$ cat src/rtl/fft_sample_loader.sv
// FFT front-end loader: writes a frame of real samples into the FFT working RAM
// at bit-reversed addresses, starts the FFT engine, and waits for it to finish.
module fft_sample_loader #(
    parameter int unsigned DATA_WIDTH = 16,
    parameter int unsigned ADDR_WIDTH = 8,
    parameter int unsigned MUTI       = 1,
    parameter int unsigned IN_SHIFT   = 0
) (
    input  logic                           clk,
    input  logic                           rst_n,
    input  logic                           en,
    input  logic [DATA_WIDTH-1:0]          s_data,
    input  logic                           s_valid,
    output logic                           s_ready,
    output logic                           ram_wen,
    output logic [ADDR_WIDTH-1:0]          ram_waddr,
    output logic [2*MUTI*DATA_WIDTH-1:0]   ram_wdata,
    output logic                           ram_sel,
    output logic                           fft_start,
    input  logic                           fft_done,
    output logic                           busy,
    output logic [15:0]                    frame_cnt
);

    localparam int unsigned HALF_WIDTH = MUTI * DATA_WIDTH;
    localparam int unsigned WORD_WIDTH = 2 * HALF_WIDTH;
    localparam logic [ADDR_WIDTH-1:0] CNT_LAST = '1;

    typedef enum logic [1:0] {
        IDLE,
        LOAD,
        START,
        BUSY
    } state_t;

    state_t                  state, state_d;
    logic [ADDR_WIDTH-1:0]   cnt, cnt_d;
    logic                    ram_wen_d;
    logic [ADDR_WIDTH-1:0]   ram_waddr_d;
    logic [WORD_WIDTH-1:0]   ram_wdata_d;
    logic                    ram_sel_d;
    logic                    fft_start_d;
    logic                    busy_d;
    logic [15:0]             frame_cnt_d;

    logic signed [DATA_WIDTH-1:0] shifted;
    logic signed [HALF_WIDTH-1:0] real_ext;

    function automatic logic [ADDR_WIDTH-1:0] bitrev(input logic [ADDR_WIDTH-1:0] v);
        logic [ADDR_WIDTH-1:0] r;
        for (int i = 0; i < int'(ADDR_WIDTH); i++) begin
            r[i] = v[int'(ADDR_WIDTH) - 1 - i];
        end
        return r;
    endfunction

    assign s_ready  = (state == LOAD) & en;
    assign shifted  = $signed(s_data) >>> IN_SHIFT;
    assign real_ext = HALF_WIDTH'(shifted);

    // Next-state and next-output logic; START spends one cycle arming the pulse, one firing it.
    always_comb begin
        state_d     = state;
        cnt_d       = cnt;
        ram_wen_d   = 1'b0;
        ram_waddr_d = ram_waddr;
        ram_wdata_d = ram_wdata;
        fft_start_d = 1'b0;
        frame_cnt_d = frame_cnt;

        case (state)
            IDLE: begin
                if (en) begin
                    state_d = LOAD;
                end
            end
            LOAD: begin
                if (!en) begin
                    state_d = IDLE;
                    cnt_d   = '0;
                end else if (s_valid) begin
                    ram_wen_d   = 1'b1;
                    ram_waddr_d = bitrev(cnt);
                    ram_wdata_d = {{HALF_WIDTH{1'b0}}, real_ext};
                    cnt_d       = cnt + ADDR_WIDTH'(1);
                    if (cnt == CNT_LAST) begin
                        state_d = START;
                    end
                end
            end
            START: begin
                if (!fft_start) begin
                    fft_start_d = 1'b1;
                end else begin
                    state_d = BUSY;
                end
            end
            BUSY: begin
                if (fft_done) begin
                    frame_cnt_d = frame_cnt + 16'd1;
                    state_d     = en ? LOAD : IDLE;
                end
            end
            default: begin
                state_d = IDLE;
            end
        endcase

        busy_d    = (state_d == BUSY);
        ram_sel_d = (state_d != BUSY);
    end

    // State and registered outputs.
    always_ff @(posedge clk or negedge rst_n) begin
        if (!rst_n) begin
            state     <= IDLE;
            cnt       <= '0;
            ram_wen   <= 1'b0;
            ram_waddr <= '0;
            ram_wdata <= '0;
            ram_sel   <= 1'b1;
            fft_start <= 1'b0;
            busy      <= 1'b0;
            frame_cnt <= '0;
        end else begin
            state     <= state_d;
            cnt       <= cnt_d;
            ram_wen   <= ram_wen_d;
            ram_waddr <= ram_waddr_d;
            ram_wdata <= ram_wdata_d;
            ram_sel   <= ram_sel_d;
            fft_start <= fft_start_d;
            busy      <= busy_d;
            frame_cnt <= frame_cnt_d;
        end
    end

endmodule

$ cat config.mk
export PLATFORM = sky130hd
export DESIGN_NAME = fft_sample_loader
export DESIGN_NICKNAME = d
export VERILOG_FILES = /design/src/rtl/fft_sample_loader.sv
export SDC_FILE = /design/constraint.sdc
export NUM_CORES = 1
export LEC_CHECK = 0
export ABC_AREA = 1
export CORE_ASPECT_RATIO = 0.6
export CORE_MARGIN = 1.5
export CORE_UTILIZATION = 49
export DETAILED_ROUTE_END_ITERATION = 10
export PLACE_DENSITY_LB_ADDON = 0.15
export SETUP_SLACK_MARGIN = 0.5
export SYNTH_ARGS = -nofsm -noshare
export SYNTH_HDL_FRONTEND = slang
export SYNTH_SLANG_ARGS = --single-unit
$ cat constraint.sdc
create_clock -name clk -period 3.3 [get_ports clk]
set_input_delay 0.66 -clock clk [delete_from_list [all_inputs] [get_ports clk]]
set_output_delay 0.66 -clock clk [all_outputs]
set_load 0.01 [all_outputs]
==> reports/metrics.yaml <==
global_route:
  grt_pass1_vias: 1884
  grt_use_met3_pct: 7.31
  antenna_found_initial: 0
  busiest_layer: "met2"
  grt_max_degree: 35
  track_usage_pct: 20.9
  grt_use_met2_pct: 31.9
  gr-usage-met1_pct: 29.2
  grt_overflow: 0
  grt_pass1_wl_um: 8870
clock_tree:
  cts-root-buf: "clkbuf_8"
  clk_pin_slew_ps: 100
  cts_hold_buf: 0
  numClockSinks: 54
  cts_tree: "done"
  ctsResizeCount: 0
  post-cts-setup-buffers: 0
  cts_buffers: 5
  cts_max_level: 2
  clock_latency_ps: 300
  cts_buffer_depth: 2
sta:
  timing.fmax_mhz: 379
  hold_viol_final: 0
  tns_ps: 0
  post-route-period-util_pct: 79.9
  grt_setup_unrepaired: "false"
  worst_clock_skew_ps: 8.88
  setup_violations: 0
  relSlewSlack_pct: 58.5
  tightest_slew_ps: 623
  final_max_slew_viol_count: 0
  finalCriticalPeriod_ps: 2640
setup_path:
  critPathSlowestCell: "clkdlybuf4s50_1"
  rr_endpoint: "cnt[3]$_DFFE_PN0P_"
  cp_num_buf_inv: 3
  cp_data_required_time_ps: 2640
  endpoint: "s_ready"
  worstSetupPathType: "in -> out"
  cp_common_cell: "clkdlybuf4s50_1"
  slowest_delay_ps: 540
  cp_cell_sequence: "clkdlybuf4s50_1 -> nand3_2 -> inv_1 -> clkdlybuf4s50_1"
  path_depth: 4
  regToRegStartpoint: "state[1]$_DFF_PN0_"
  critPathTopFamily: "buffers and inverters"
  reg2reg_slack_ps: 1490
  critPathLaunch: "en"
  worstSetupEndpointType: "primary output"
  startpoint_type: "primary input"
  arrival_ps: 1980
  crit_path_max_fanout: 4
  r2r_cells: 8
final_layout:
  diodes: 0
  fillers: 437
  syn_to_final_growth_pct: 29.2
  multi_input_area_um2: 987
  final_layout_size_suffix_gt1_share_pct: 6.06
  utilization_pct: 65.4
  seq_area_mm2: 0.00135
  nNetsFinal: 385
status:
  status: "finished clean"
die:
  core_area_mm2: 0.00505
  core.rowCount: 20
  die_h_um: 59.0
  dieArea_mm2: 0.00568
  start_util_pct: 50.6
  die_w_um: 96.3
  io_pins: 82
placed_design:
  routabilityCongestion: 0.928
  io_buffers: 65
  hpwl_um: 3990
pwr:
  power.density_mw_per_mm2: 619
  peakVddDrop_v: 0.000305
  p_leak_uw: 0.00159
  totalPowerFinal_uw: 2050
yosys:
  synth_top_family_by_area: "simple AND/OR/NAND/NOR gates"
  synth_cells: 293
  yosysSeqAreaShare_pct: 52.9
  synth_ff_type: "dfrtp_1"
  postSynth.asyncResetShare_pct: 100
  synth_area_mm2: 0.00256
  synthTopCellsByCount: "nand2_1, dfrtp_1, inv_1, nor2_1, buf_4"
  synthXorXnorAreaFrac_pct: 4.11
  synth-edff-count: 0
  yosys.area_share.simple_pct: 25.8
  netlist.area_leader.share_pct: 51.8
  synthAdderAreaFrac_pct: 0.978
  post-synth-top-count-cell: "nand2_1"
  synth-compound-area-share_pct: 4.94
  ys_ff_latch: 54
  yosys.cell_types.count: 29
  ys_top_cells_by_area: "dfrtp_1, nand2_1, buf_4"
  yosys.area.top_type: "dfrtp_1"
  yosys_warnings: 0
  synth_area_per_cell_um2: 8.73
  synth_mux_area_share_pct: 0.391
drt:
  wl_per_cell_um: 12.7
  dr.pass1.iters: 4
  postRouteAntennaNets: 0
  drt_iter0_markers: 137
  vias: 2029
  drc: 0
  viasPerCell: 4.73
  routed_wl_um: 5430
hold_path:
  hold_path.class: "in -> async"
flow_run:
  maxCapViolCount: 0
-- area by class of cell --
cell class	instances	share of cell area, %
clock buffers	7	2.31
repair buffers	68	20.2
flip-flops and latches	54	40.9
multi-input cells	204	29.9
well taps	66	2.50
inverters	29	3.29
clock inverters	1	0.908
-- how the worst min path moves through the flow --
stage                              startpoint                   endpoint  slack [ps]  cells after the start
floorplan                               rst_n             busy$_DFF_PN0_         360                      0
finish                                  rst_n   ram_waddr[2]$_DFFE_PN0P_         300                      1
global placement    ram_wdata[12]$_DFFE_PN0P_  ram_wdata[12]$_DFFE_PN0P_         450                      2
CTS                                     rst_n   ram_waddr[2]$_DFFE_PN0P_         300                      1
global route                            rst_n  ram_wdata[13]$_DFFE_PN0P_         310                      1
detailed placement   ram_wdata[4]$_DFFE_PN0P_   ram_wdata[4]$_DFFE_PN0P_         460                      2
-- cells by family (layout without fill, tap and decap cells) --
| group | after synthesis | count (layout) |
|---|---|---|
| AOI/OAI and AO/OA | 23 | 23 |
| xor gates and xnor gates | 12 | 12 |
| adders and majority gates | 2 | 2 |
| buffers and inverters | 50 | 105 |
| DFF | 54 | 54 |
| muxes | 1 | 1 |
| other | 1 | 16 |
| and+or+nand+nor | 150 | 150 |
-- flip-flops by register name, summed over array words and instances, names as in the netlist --
register and cells:
ram_wen 1, busy 1, cnt 8, ram_waddr 8, state 2, fft_start 1, ram_wdata 16, ram_sel 1
frame_cnt 16
-- layout by cell type, fill, tap and decap left out --
cell	synthesis	final
xnor2_1	6	6
nand2_4	1	1
nand3_1	11	11
inv_1	28	28
clkbuf_1	0	2
inv_2	1	1
o21ai_0	7	7
nor2_1	23	23
mux2i_1	1	1
nor3_1	3	3
a21oi_1	3	3
clkdlybuf4s50_1	0	64
a21oi_2	1	1
o21bai_1	1	1
nand3_2	1	1
nand3_4	1	1
nand2_1	97	97
o22ai_1	4	4
bufinv_16	0	1
nand4_1	7	7
o21ai_1	7	7
xor2_1	6	6
conb_1	1	16
clkbuf_8	0	5
nand2_2	1	1
dfrtp_1	53	53
buf_2	1	1
nor2_2	1	1
buf_4	17	3
nor2_4	4	4
dfstp_2	1	1
ha_1	2	2
-- layer usage --
layer	vias up	routed length, um	part of all wire [%]
met5	-	0	0
met4	0	26	0.48
met3	4	517	9.5
met2	74	2220	41
met1	930	2660	49
li1	1021	-	-
-- per-stage QoR --
stage	setup WS, ps	cells	hold WS, ps	area, um2
CTS	656	429	301	3310
floorplan	1750	308	364	2620
global placement	681	421	453	3200
finish	662	429	297	3310
global route	614	429	312	3310
detailed placement	656	421	458	3200
-- where the power goes --
part,switching (uW),total (uW),internal (uW)
clock,208,435,227
sequential,116,935,819
combinational,322,677,356
total,645,2050,1400
Note: power is estimated with default switching activity, not from simulation.
